$ cat src/rtl/gfx_mem_pkg.sv
// Shared constants for the graphics video-memory arbiter: channel indices and FSM encoding.
package gfx_mem_pkg;

    localparam int NUM_CH = 4;

    localparam logic [1:0] CH_BG    = 2'd0;
    localparam logic [1:0] CH_SPR   = 2'd1;
    localparam logic [1:0] CH_COP   = 2'd2;
    localparam logic [1:0] CH_SPARE = 2'd3;

    typedef enum logic {
        IDLE  = 1'b0,
        GRANT = 1'b1
    } arb_state_t;

endpackage

$ cat src/rtl/rr_priority_picker.sv
// Combinational 4-way round-robin select: the first requester after 'last' (mod 4) wins.
module rr_priority_picker
    import gfx_mem_pkg::*;
(
    input  logic [3:0] request,
    input  logic [1:0] last,
    output logic [1:0] winner,
    output logic       any
);

    logic [1:0] idx;

    // Walk from farthest (last itself) to nearest (last+1) so the nearest requester overrides.
    always_comb begin
        winner = last;
        any    = 1'b0;
        idx    = last;
        for (int i = NUM_CH; i >= 1; i--) begin
            idx = last + 2'(i);
            if (request[idx]) begin
                winner = idx;
                any    = 1'b1;
            end
        end
    end

endmodule

$ cat src/rtl/gfx_memory_arbiter.sv
// Round-robin arbiter for four graphics read masters onto one single-ported 16-bit SPRAM,
// with burst lock so a streaming master keeps the port for up to BURST_MAX reads.
module gfx_memory_arbiter
    import gfx_mem_pkg::*;
#(
    parameter int BURST_MAX = 16,
    parameter int ADDR_BITS = 16
) (
    input  logic                 CLK,
    input  logic                 RSTb,
    input  logic [ADDR_BITS-1:0] ch0_address,
    input  logic                 ch0_rvalid,
    output logic                 ch0_rready,
    input  logic [ADDR_BITS-1:0] ch1_address,
    input  logic                 ch1_rvalid,
    output logic                 ch1_rready,
    input  logic [ADDR_BITS-1:0] ch2_address,
    input  logic                 ch2_rvalid,
    output logic                 ch2_rready,
    input  logic [ADDR_BITS-1:0] ch3_address,
    input  logic                 ch3_rvalid,
    output logic                 ch3_rready,
    output logic [15:0]          memory_data,
    output logic [ADDR_BITS-1:0] mem_address,
    output logic                 mem_rd,
    input  logic [15:0]          mem_data,
    output logic                 dbg_state
);

    // Channel protocol: a master holds chN_rvalid high with a valid address for as long as it
    // wants reads. chN_rready is not an acceptance; it is a one-cycle data strobe meaning
    // memory_data holds the word for the address that was issued one cycle earlier. A master
    // that drops rvalid after its last rready receives one extra strobe and must ignore it.

    localparam logic [7:0] BURST_LAST = 8'(BURST_MAX - 1);

    arb_state_t           state;
    logic [1:0]           grant;
    logic [1:0]           last_served;
    logic [1:0]           pending_ch;
    logic [7:0]           burst_count;
    logic                 pending;
    logic [3:0]           rvalid_vec;
    logic [ADDR_BITS-1:0] grant_addr;
    logic [1:0]           winner;
    logic                 any_req;
    logic                 issue;

    assign rvalid_vec = {ch3_rvalid, ch2_rvalid, ch1_rvalid, ch0_rvalid};

    rr_priority_picker u_picker (
        .request (rvalid_vec),
        .last    (last_served),
        .winner  (winner),
        .any     (any_req)
    );

    always_comb begin
        grant_addr = ch0_address;
        case (grant)
            CH_BG:    grant_addr = ch0_address;
            CH_SPR:   grant_addr = ch1_address;
            CH_COP:   grant_addr = ch2_address;
            CH_SPARE: grant_addr = ch3_address;
            default:  grant_addr = ch0_address;
        endcase
    end

    assign issue       = (state == GRANT) && rvalid_vec[grant];
    assign mem_rd      = issue;
    assign mem_address = (state == GRANT) ? grant_addr : '0;
    assign memory_data = mem_data;
    assign dbg_state   = state;

    // Data return runs off pending alone, so a burst's final word still lands after IDLE.
    assign ch0_rready = pending && (pending_ch == CH_BG);
    assign ch1_rready = pending && (pending_ch == CH_SPR);
    assign ch2_rready = pending && (pending_ch == CH_COP);
    assign ch3_rready = pending && (pending_ch == CH_SPARE);

    always_ff @(posedge CLK or negedge RSTb) begin
        if (!RSTb) begin
            state       <= IDLE;
            grant       <= 2'd0;
            last_served <= 2'd3;
            burst_count <= 8'd0;
            pending     <= 1'b0;
            pending_ch  <= 2'd0;
        end else begin
            pending <= issue;
            if (issue) begin
                pending_ch <= grant;
            end
            case (state)
                IDLE: begin
                    if (any_req) begin
                        grant       <= winner;
                        burst_count <= 8'd0;
                        state       <= GRANT;
                    end
                end
                GRANT: begin
                    if (!rvalid_vec[grant] || (burst_count == BURST_LAST)) begin
                        state       <= IDLE;
                        last_served <= grant;
                    end else begin
                        burst_count <= burst_count + 8'd1;
                    end
                end
                default: state <= IDLE;
            endcase
        end
    end

endmodule
$ cat config.mk
export PLATFORM = sky130hd
export DESIGN_NAME = gfx_memory_arbiter
export DESIGN_NICKNAME = d
export VERILOG_FILES = /design/src/rtl/gfx_mem_pkg.sv /design/src/rtl/rr_priority_picker.sv /design/src/rtl/gfx_memory_arbiter.sv
export SDC_FILE = /design/constraint.sdc
export NUM_CORES = 1
export LEC_CHECK = 0
export CAP_MARGIN = 40
export CORE_ASPECT_RATIO = 1.2
export CORE_MARGIN = 2
export CORE_UTILIZATION = 32
export CTS_BUF_LIST = sky130_fd_sc_hd__clkbuf_4 sky130_fd_sc_hd__clkbuf_8
export DETAILED_ROUTE_END_ITERATION = 12
export HOLD_SLACK_MARGIN = 0.02
export PLACE_DENSITY = 0.91
export SYNTH_ARGS = -nofsm -noshare
export SYNTH_HDL_FRONTEND = slang
export SYNTH_SLANG_ARGS = --single-unit
$ cat constraint.sdc
create_clock -name CLK -period 3 [get_ports CLK]
set_input_delay 0.3 -clock CLK [delete_from_list [all_inputs] [get_ports CLK]]
set_output_delay 0.3 -clock CLK [all_outputs]
set_load 0.01 [all_outputs]
==> metrics <==
outcome=finished clean; CTS resizes=0; Worst Hold Class=in -> async; area of the multi-input gates=942 um2; area leader, netlist=mux4_2; commonest non-fill, non-tap cells in the layout=clkdlybuf4s50_1 (91), mux4_2 (16), and2_1 (16); Die H=between 70 and 80 um; Rel. slew slack=52.6%; RSZ-0062 raised after global routing=false; Post-CTS Setup Bufs=0; PwrDens=769 mW/mm2; top post-synthesis cells by area=mux4_2 (24%), dfrtp_1 (23%), buf_4 (8.5%); Max VDD drop=440 uV; GRT Overall Usage=18.1%; core box area=0.00456 mm2; synthesized flop and latch total=16; ant diodes=0; share of power burned in registers=roughly 22%; worst skew pair latency=250 ps; Pre-antenna DRT Iters=4; hpwl dp=3850 um; register area=403 um2; clk slew on worst S/H paths=60 ps; Initial DRC Count=51; Gate power share=67.9%; clk sinks=16; sequential share of the synthesized area=26.8%; post-detailed-route wirelength per cell=17.0 um; Layout fillers=403; slowest cell on the critical path=mux4_2; clk_skew=between 1.5 and 2 ps; Buffers on Ports=91; CTS tree=built; synthesized area per cell=10.4 um2; worst-margin pin slew=709 ps; commonest non-fill, non-tap cell in the layout=clkdlybuf4s50_1; hold slack=approximately 470 ps; Post-synth ARST share=100%; Post-DRT Antenna Nets=0; P_int=0.00116 W; global-route wire length before repair=approximately 7300 um; max_cap viols=0; vias in the first global route=around 1500; Detailed Route WL=4730 um; GR Overflow Total=0; pins over their slew limit=0; Unique masters post-synth=38; Final Hold Viols=0; Vias=1483; CTS H-tree depth=1; critical path fanouts, max=16; Die Width=66.6 um; CP arrival=2330 ps; Nets=between 300 and 400; element type at the critical path end=output pin; Leak Pwr=0.928 nW; Starting Density=about a third; Synth top area share=23.9%; setup TNS=0 ps; sequence of cells on the critical path=buf_4 > mux4_2 > and2_1 > clkdlybuf4s50_1; Mapped Area=0.00151 mm2; die area=around 0.0053 mm2; layout cells sized above 1=14.0%; yosys warns=0; type of origin of the critical path=register; Gate Count Post-Synth=145; worst path bufs/invs=2; initial antenna violation count=0; Post-CTS Hold Buffers=0; row count=27; Crit path max-delay family=buffers and inverters; Placer Congestion=0.850; clock period minus final worst setup slack=2630 ps; CP max stage delay=about 550 ps; cts bufs inserted=3; top_reg_cell synth=dfrtp_1; Root Driver=clkbuf_8; Clock Tree Buf Depth=2; fmax=380 MHz; clock share of power=between 10% and 20%; final setup vio count=0; largest net degree at the start of global routing=19; syn nets=232; number of synthesized flops with an enable pin=0; Switching Share=between 30% and 40%; WS Path Type=reg -> out; drt drc=0; fin crit share=87.6%; Required @ worst endpoint=approximately 2700 ps; P_sw=between 0.0006 and 0.0007 W; number of I/O pins=roughly 120; area grow syn2layout=60.6%; mean number of vias per cell=approximately 5.3
-- state kept, by name, summed over array words and instances (netlist names) --
signal	cells
burst_count	8
dbg_state	1
grant	2
last_served	2
pending	1
pending_ch	2
-- power by group through the flow --
stage          clock [W]  sequential [W]  combinational (W)
3_3_place_gp           0        0.000411            0.00124
4_1_cts         0.000193        0.000409            0.00128
6_report        0.000189        0.000407            0.00126
2_1_floorplan          0        0.000369           0.000794
3_5_place_dp           0        0.000414            0.00127
5_1_grt         0.000201        0.000427            0.00137
-- stage by stage --
| stage | instance area (um2) | worst slack [ps] | std cells | total power (W) | util [%] |
|---|---|---|---|---|---|
| 2_1_floorplan | 1510 | 1100 | 145 | 0.00116 | - |
| 3_3_place_gp | 2360 | 546 | 275 | 0.00165 | 51.8 |
| 3_5_place_dp | 2360 | 518 | 275 | 0.00169 | 51.8 |
| 4_1_cts | 2420 | 327 | 279 | 0.00188 | 53.0 |
| 5_1_grt | 2420 | 268 | 279 | 0.00199 | 53.0 |
| 6_report | 2420 | 371 | 279 | 0.00186 | 53.0 |
-- metal layers --
| layer | vias to the layer above | part of all wire (%) | global-route usage [%] |
|---|---|---|---|
| li1 | 678 | - | - |
| met1 | 697 | 33 | 17.7 |
| met2 | 92 | 51 | 33.3 |
| met3 | 16 | 13 | 5.67 |
| met4 | 0 | 3.5 | 8.78 |
| met5 | - | 0 | 0 |
-- cell usage after synthesis (all sizes together) (2+ instances only) --
library cell	count
inv	2
a31oi	2
a2bb2oi	2
mux4	16
clkbuf	2
a21oi	4
dfrtp	14
nand3	7
o21ai	4
and2	16
nor2	6
dfstp	2
o211ai	2
o31ai	2
mux2i	5
nand2	13
nor2b	2
buf	20
mux2	5
nand2b	4
-- logic make-up after synthesis --
kind of cell    after synthesis  share of synthesized area, %
buf+inv                      25                          10.6
fa+ha+maj                     1                         0.831
compound gates               22                          11.1
simple gates                 54                          19.0
mux                          26                          31.0
xor+xnor                      1                         0.582
flops                        16                          26.8
-- worst reg2reg max path, stage by stage (launching register included) --
cell	delay, ps
dfrtp_1	490
mux2_2	420
a2bb2oi_4	250
clkinv_1	280
nand2_1	230
o221ai_1	120
-- final timing paths --
kind / to / slack [ps] / cells past startpoint / from
min in group CLK: burst_count[3]$_DFFE_PN0P_ / 520 / 1 / burst_count[3]$_DFFE_PN0P_
hold / removal: burst_count[7]$_DFFE_PN0P_ / 470 / 1 / RSTb
setup reg to reg: burst_count[7]$_DFFE_PN0P_ / 1080 / 5 / grant[0]$_DFFE_PN0P_
max in group asynchronous: pending_ch[1]$_DFFE_PN0P_ / 2080 / 1 / RSTb
setup / recovery: mem_address[5] / 370 / 4 / grant[0]$_DFFE_PN0P_
hold reg to reg: burst_count[3]$_DFFE_PN0P_ / 520 / 1 / burst_count[3]$_DFFE_PN0P_
-- final cells by class --
class | count | share of cell area [%]
multi-input cells | 104 | 39.0
repair buffers | 94 | 38.6
flip-flops and latches | 16 | 16.7
well taps | 58 | 3.00
clock buffers | 4 | 2.28
inverters | 3 | 0.466
(Power assumes the default switching activity.)
==> RTL change 1, RTL diff (config.mk and constraints unchanged) <==
Register the output `dbg_state` once more; this adds one clock of latency there. The other outputs are not delayed to match.
--- a/src/rtl/gfx_memory_arbiter.sv
+++ b/src/rtl/gfx_memory_arbiter.sv
@@ -72,3 +72,5 @@
     assign memory_data = mem_data;
-    assign dbg_state   = state;
+    always_ff @(posedge CLK) begin
+        dbg_state <= state;
+    end
 
Formal check against the unedited RTL: not equivalent (a bounded check fails within 4 cycles, from zero or initial values and one cycle with RSTb low).
==> RTL change 1 against the original RTL <==
- clock power down 9.5%
- wire length down 8.3%
- total power down 2.9%
- first-iteration DRC count up 31%
- worst setup slack better by 0.13 ns
- design area up 0.21%
- core utilization up 0.11 points
- synthesized area up 0.17%
- synthesized cell count down 2.8%
- via count down 7.1%
- critical path type unchanged
- largest power group unchanged
- sequential cell count up 1
==> RTL change 1: results (changes against the original RTL) <==
POST_DP_CELL_AREA_UM2=2370  # was 2360 µm²
POST_DRT_WL_PER_CELL_UM=15.8  # was 17.0 µm
WORST_R2R_ENDPOINT='last_served[0]'  # was burst_count[7]
WORST-R2R-SETUP-SLACK_NS=1.17  # was 1.08 ns
SYNTH_SEQUENTIAL_AREA_RATIO=0.280  # was 0.268
YS_ASYNC_SR_FRACTION=0.941  # was 1.00
POSTSYNTHCELLCOUNT=141  # was 145
DETAIL_ROUTE.WIRELENGTH_MM=4.34  # was 4.73 mm
POST_SYNTH_MAIN_AREA_CONTRIBUTORS='sky130_fd_sc_hd__mux4_2 (25%), sky130_fd_sc_hd__dfrtp_1 (23%), sky130_fd_sc_hd__buf_4 (8.0%), sky130_fd_sc_hd__and2_1 (7.1%), sky130_fd_sc_hd__dfstp_2 (3.5%)'  # was sky130_fd_sc_hd__mux4_2 (24%), sky130_fd_sc_hd__dfrtp_1 (23%), sky130_fd_sc_hd__buf_4 (8.5%), sky130_fd_sc_hd__and2_1 (6.7%), sky130_fd_sc_hd__mux2_2 (3.7%)
OUTCOME='complete, no violations'  # unchanged
GPL.FINAL_WEIGHTED_CONGESTION=0.790  # was 0.850
GRT_ANTENNA_BEFORE_REPAIR=0  # unchanged
POWER_LEAKAGE_uW=0.000943  # was 0.000928 µW
WORST-ENDPOINT-ARRIVAL_NS=2.20  # was 2.33 ns
GLOBAL_ROUTE.USAGE.TOTAL=0.160  # was 0.181
SYN_NETS=228  # was 232
NUM-NETS-FINAL=304  # was 309
GRT_START_MAX_NET_PINS=24  # was 19
R2R.WORST_PATH.CELLS=4  # was 5
DP.FINAL_HPWL_MM=3.55  # was 3.85 mm
FIRST_GLOBAL_VIAS=1416  # was 1521
PEAK_SUPPLY_DROP_mV=0.380  # was 0.440 mV
PLACED_CELLS_INCL_TAPS=270  # was 275
VIAS_PER_CELL=5.03  # was 5.32
SYNTH_CELL_TYPE_COUNT=38  # unchanged
CRITPATHSLOWESTCELL='sky130_fd_sc_hd__dfrtp_1'  # was sky130_fd_sc_hd__mux4_2
FINAL_LAYOUT_SIZE_SUFFIX_GT1_FRAC=0.171  # was 0.140
CLOCK-SKEW-FINAL_NS=0.00205  # was 0.00168 ns
-- RTL change 1: layer usage --
layer / routed length, µm / global-route usage / up-vias / share of wire
met2: 2250 / 0.301 / 66 / 0.52
met3: 517 / 0.0581 / 6 / 0.12
met5: 0 / 0 / - / 0
met1: 1510 / 0.162 / 654 / 0.35
met4: 61 / 0.0469 / 0 / 0.014
li1: - / - / 651 / -
-- RTL change 1: metrics by stage --
stage	hold slack, ns	worst slack, ns
finish	0.485	0.498
global route	0.532	0.387
CTS	0.490	0.477
detailed placement	0.513	0.627
global placement	0.496	0.646
floorplan	0.00441	1.29
-- RTL change 1: power by group through the flow --
stage,Combinational (µW),Sequential [µW],Clock [µW]
finish,1190,442,171
global placement,1170,435,0
CTS,1200,441,179
detailed placement,1200,446,0
floorplan,754,378,0
global route,1300,456,191
-- RTL change 1: worst max-delay path by stage --
stage	from	end	slack [ns]	cells after the start
floorplan	grant[0]	mem_address[0]	1.29	3
global placement	ch3_rvalid	mem_rd	0.65	5
detailed placement	ch3_rvalid	mem_rd	0.63	5
CTS	grant[0]	mem_address[3]	0.48	4
global route	grant[0]	mem_address[3]	0.39	4
finish	grant[0]	mem_address[3]	0.50	4
-- RTL change 1: logic make-up after synthesis --
| logic type | share of synthesized area |
|---|---|
| compound gates | 0.102 |
| xor+xnor | 0.0116 |
| buf+inv | 0.121 |
| flops | 0.281 |
| fa+ha+maj | 0.00830 |
| mux | 0.305 |
| simple gates | 0.171 |
-- RTL change 1: cell type report --
class                      count  area, µm²
fill                         400       2140
timing repair buffer          94        946
clock buffer                   4       48.8
sequential                    17        423
tap                           58       72.6
multi-input combinational     93        902
inverter                       8       30.0
==> RTL change 2, RTL diff (same flow settings) <==
Without the edit above. Change the parameter `ADDR_BITS` from 16 to 17.
--- a/src/rtl/gfx_memory_arbiter.sv
+++ b/src/rtl/gfx_memory_arbiter.sv
@@ -6,3 +6,3 @@
     parameter int BURST_MAX = 16,
-    parameter int ADDR_BITS = 16
+    parameter int ADDR_BITS = 17
 ) (
Ports: changed (5 resized); port bits go from 124 to 129. No check against the original RTL was run, so the function may have changed too.
==> RTL change 2 against the original RTL <==
- worst setup slack better by 0.11 ns
- worst hold slack better by 0.0012 ns
- core utilization is 0.65 points lower
- largest cell class unchanged
- synthesized cell count is 7.6% higher
- cell count is 5.4% higher
- design area is 7.0% higher
- sequential share of layout area is 1.1 points lower
- non-clock buffer count is 7 higher
- sequential cell count stayed put
- total power is 3.8% higher
- synthesized area is 9.3% higher
- wire length is 2.8% higher
- highest routed layer unchanged
==> RTL change 2: results (changes against the original RTL) <==
OUTCOME='complete, no violations'  # unchanged
AREA_SHARE_NONCLK_BUFFERS=0.386  # about the same
WORST-ENDPOINT-ARRIVAL_NS=2.22  # was 2.33 ns
HOLD_SLACK_NS=0.475  # was 0.474 ns
GRT_FIRST_PASS_WIRELENGTH_MM=7.85  # was 7.31 mm
MET1_LENGTH_MM=1.80  # was 1.55 mm
NUM-NETS-FINAL=326  # was 309
SYNTH_SEQUENTIAL_AREA_RATIO=0.245  # was 0.268
FINALINSTANCEAREA_UM2=2590  # was 2420 µm²
POWER_LEAKAGE_uW=0.00104  # was 0.000928 µW
PLACED_CELLS_INCL_TAPS=290  # was 275
VIAS_PER_CELL=5.44  # was 5.32
GRTUSAGEMET3=0.0485  # was 0.0567
R2R.WORST_PATH.CELLS=3  # was 5
SYN_NETS=247  # was 232
CRITICAL_PATH.ENDPOINT='mem_rd'  # was mem_address[5]
GRT_START_MAX_NET_PINS=21  # was 19
SYNTHMUXAREASHARE=0.311  # was 0.310
NONCLOCKINVERTERCOUNT=6  # was 3
PERIOD_UTILIZATION_POST_ROUTE=0.839  # was 0.876
DETAILROUTE.WIRELENGTH.MET3_UM=497  # was 609 µm
ROUTE.VIAS.TOTAL=1599  # was 1483
AREA.SHARE.SEQUENTIAL=0.156  # was 0.167
WORST-R2R-SETUP-SLACK_NS=1.14  # was 1.08 ns
ROUTED-WL-MET2_MM=2.47  # was 2.40 mm
DETAIL_ROUTE.ITER0.VIOLATIONS=88  # was 51
MET1_USAGE=0.188  # was 0.177
SYN2LAYOUT_AREA_GROWTH_PCT=57.2  # was 60.6%
FINAL_LAYOUT_SIZE_SUFFIX_GT1_FRAC=0.162  # was 0.140
==> RTL change 2: cell count changes after synthesis, sizes merged, moves of 3 or more <==
cell	unedited run	this run
inv	2	6
o21ai	4	12
nand2b	4	1
buf	20	23
nor2	6	3
mux2i	5	8
mux2	5	2
nand3	7	1
nand4	0	4
o211ai	2	5
nand2	13	5
and2	16	19
==> RTL change 2: power by group <==
group | total [µW] | switching (µW) | internal, µW
clock | 175 | 71.8 | 103
combinational | 1320 | 512 | 809
sequential | 433 | 135 | 298
==> RTL change 2: logic make-up (layout without fill, tap and decap cells) <==
family,count (synthesis),count (layout)
DFF,16,16
adders and majority gates,1,1
AOI/OAI and AO/OA,32,32
and+or+nand+nor,46,46
muxes,28,28
buffers and inverters,33,111
==> RTL change 2: critical path, stage by stage <==
cell and delay, ns:
sky130_fd_sc_hd__clkdlybuf4s50_1 0.51, sky130_fd_sc_hd__mux4_2 0.67, sky130_fd_sc_hd__and2_4 0.24, sky130_fd_sc_hd__clkdlybuf4s50_1 0.50
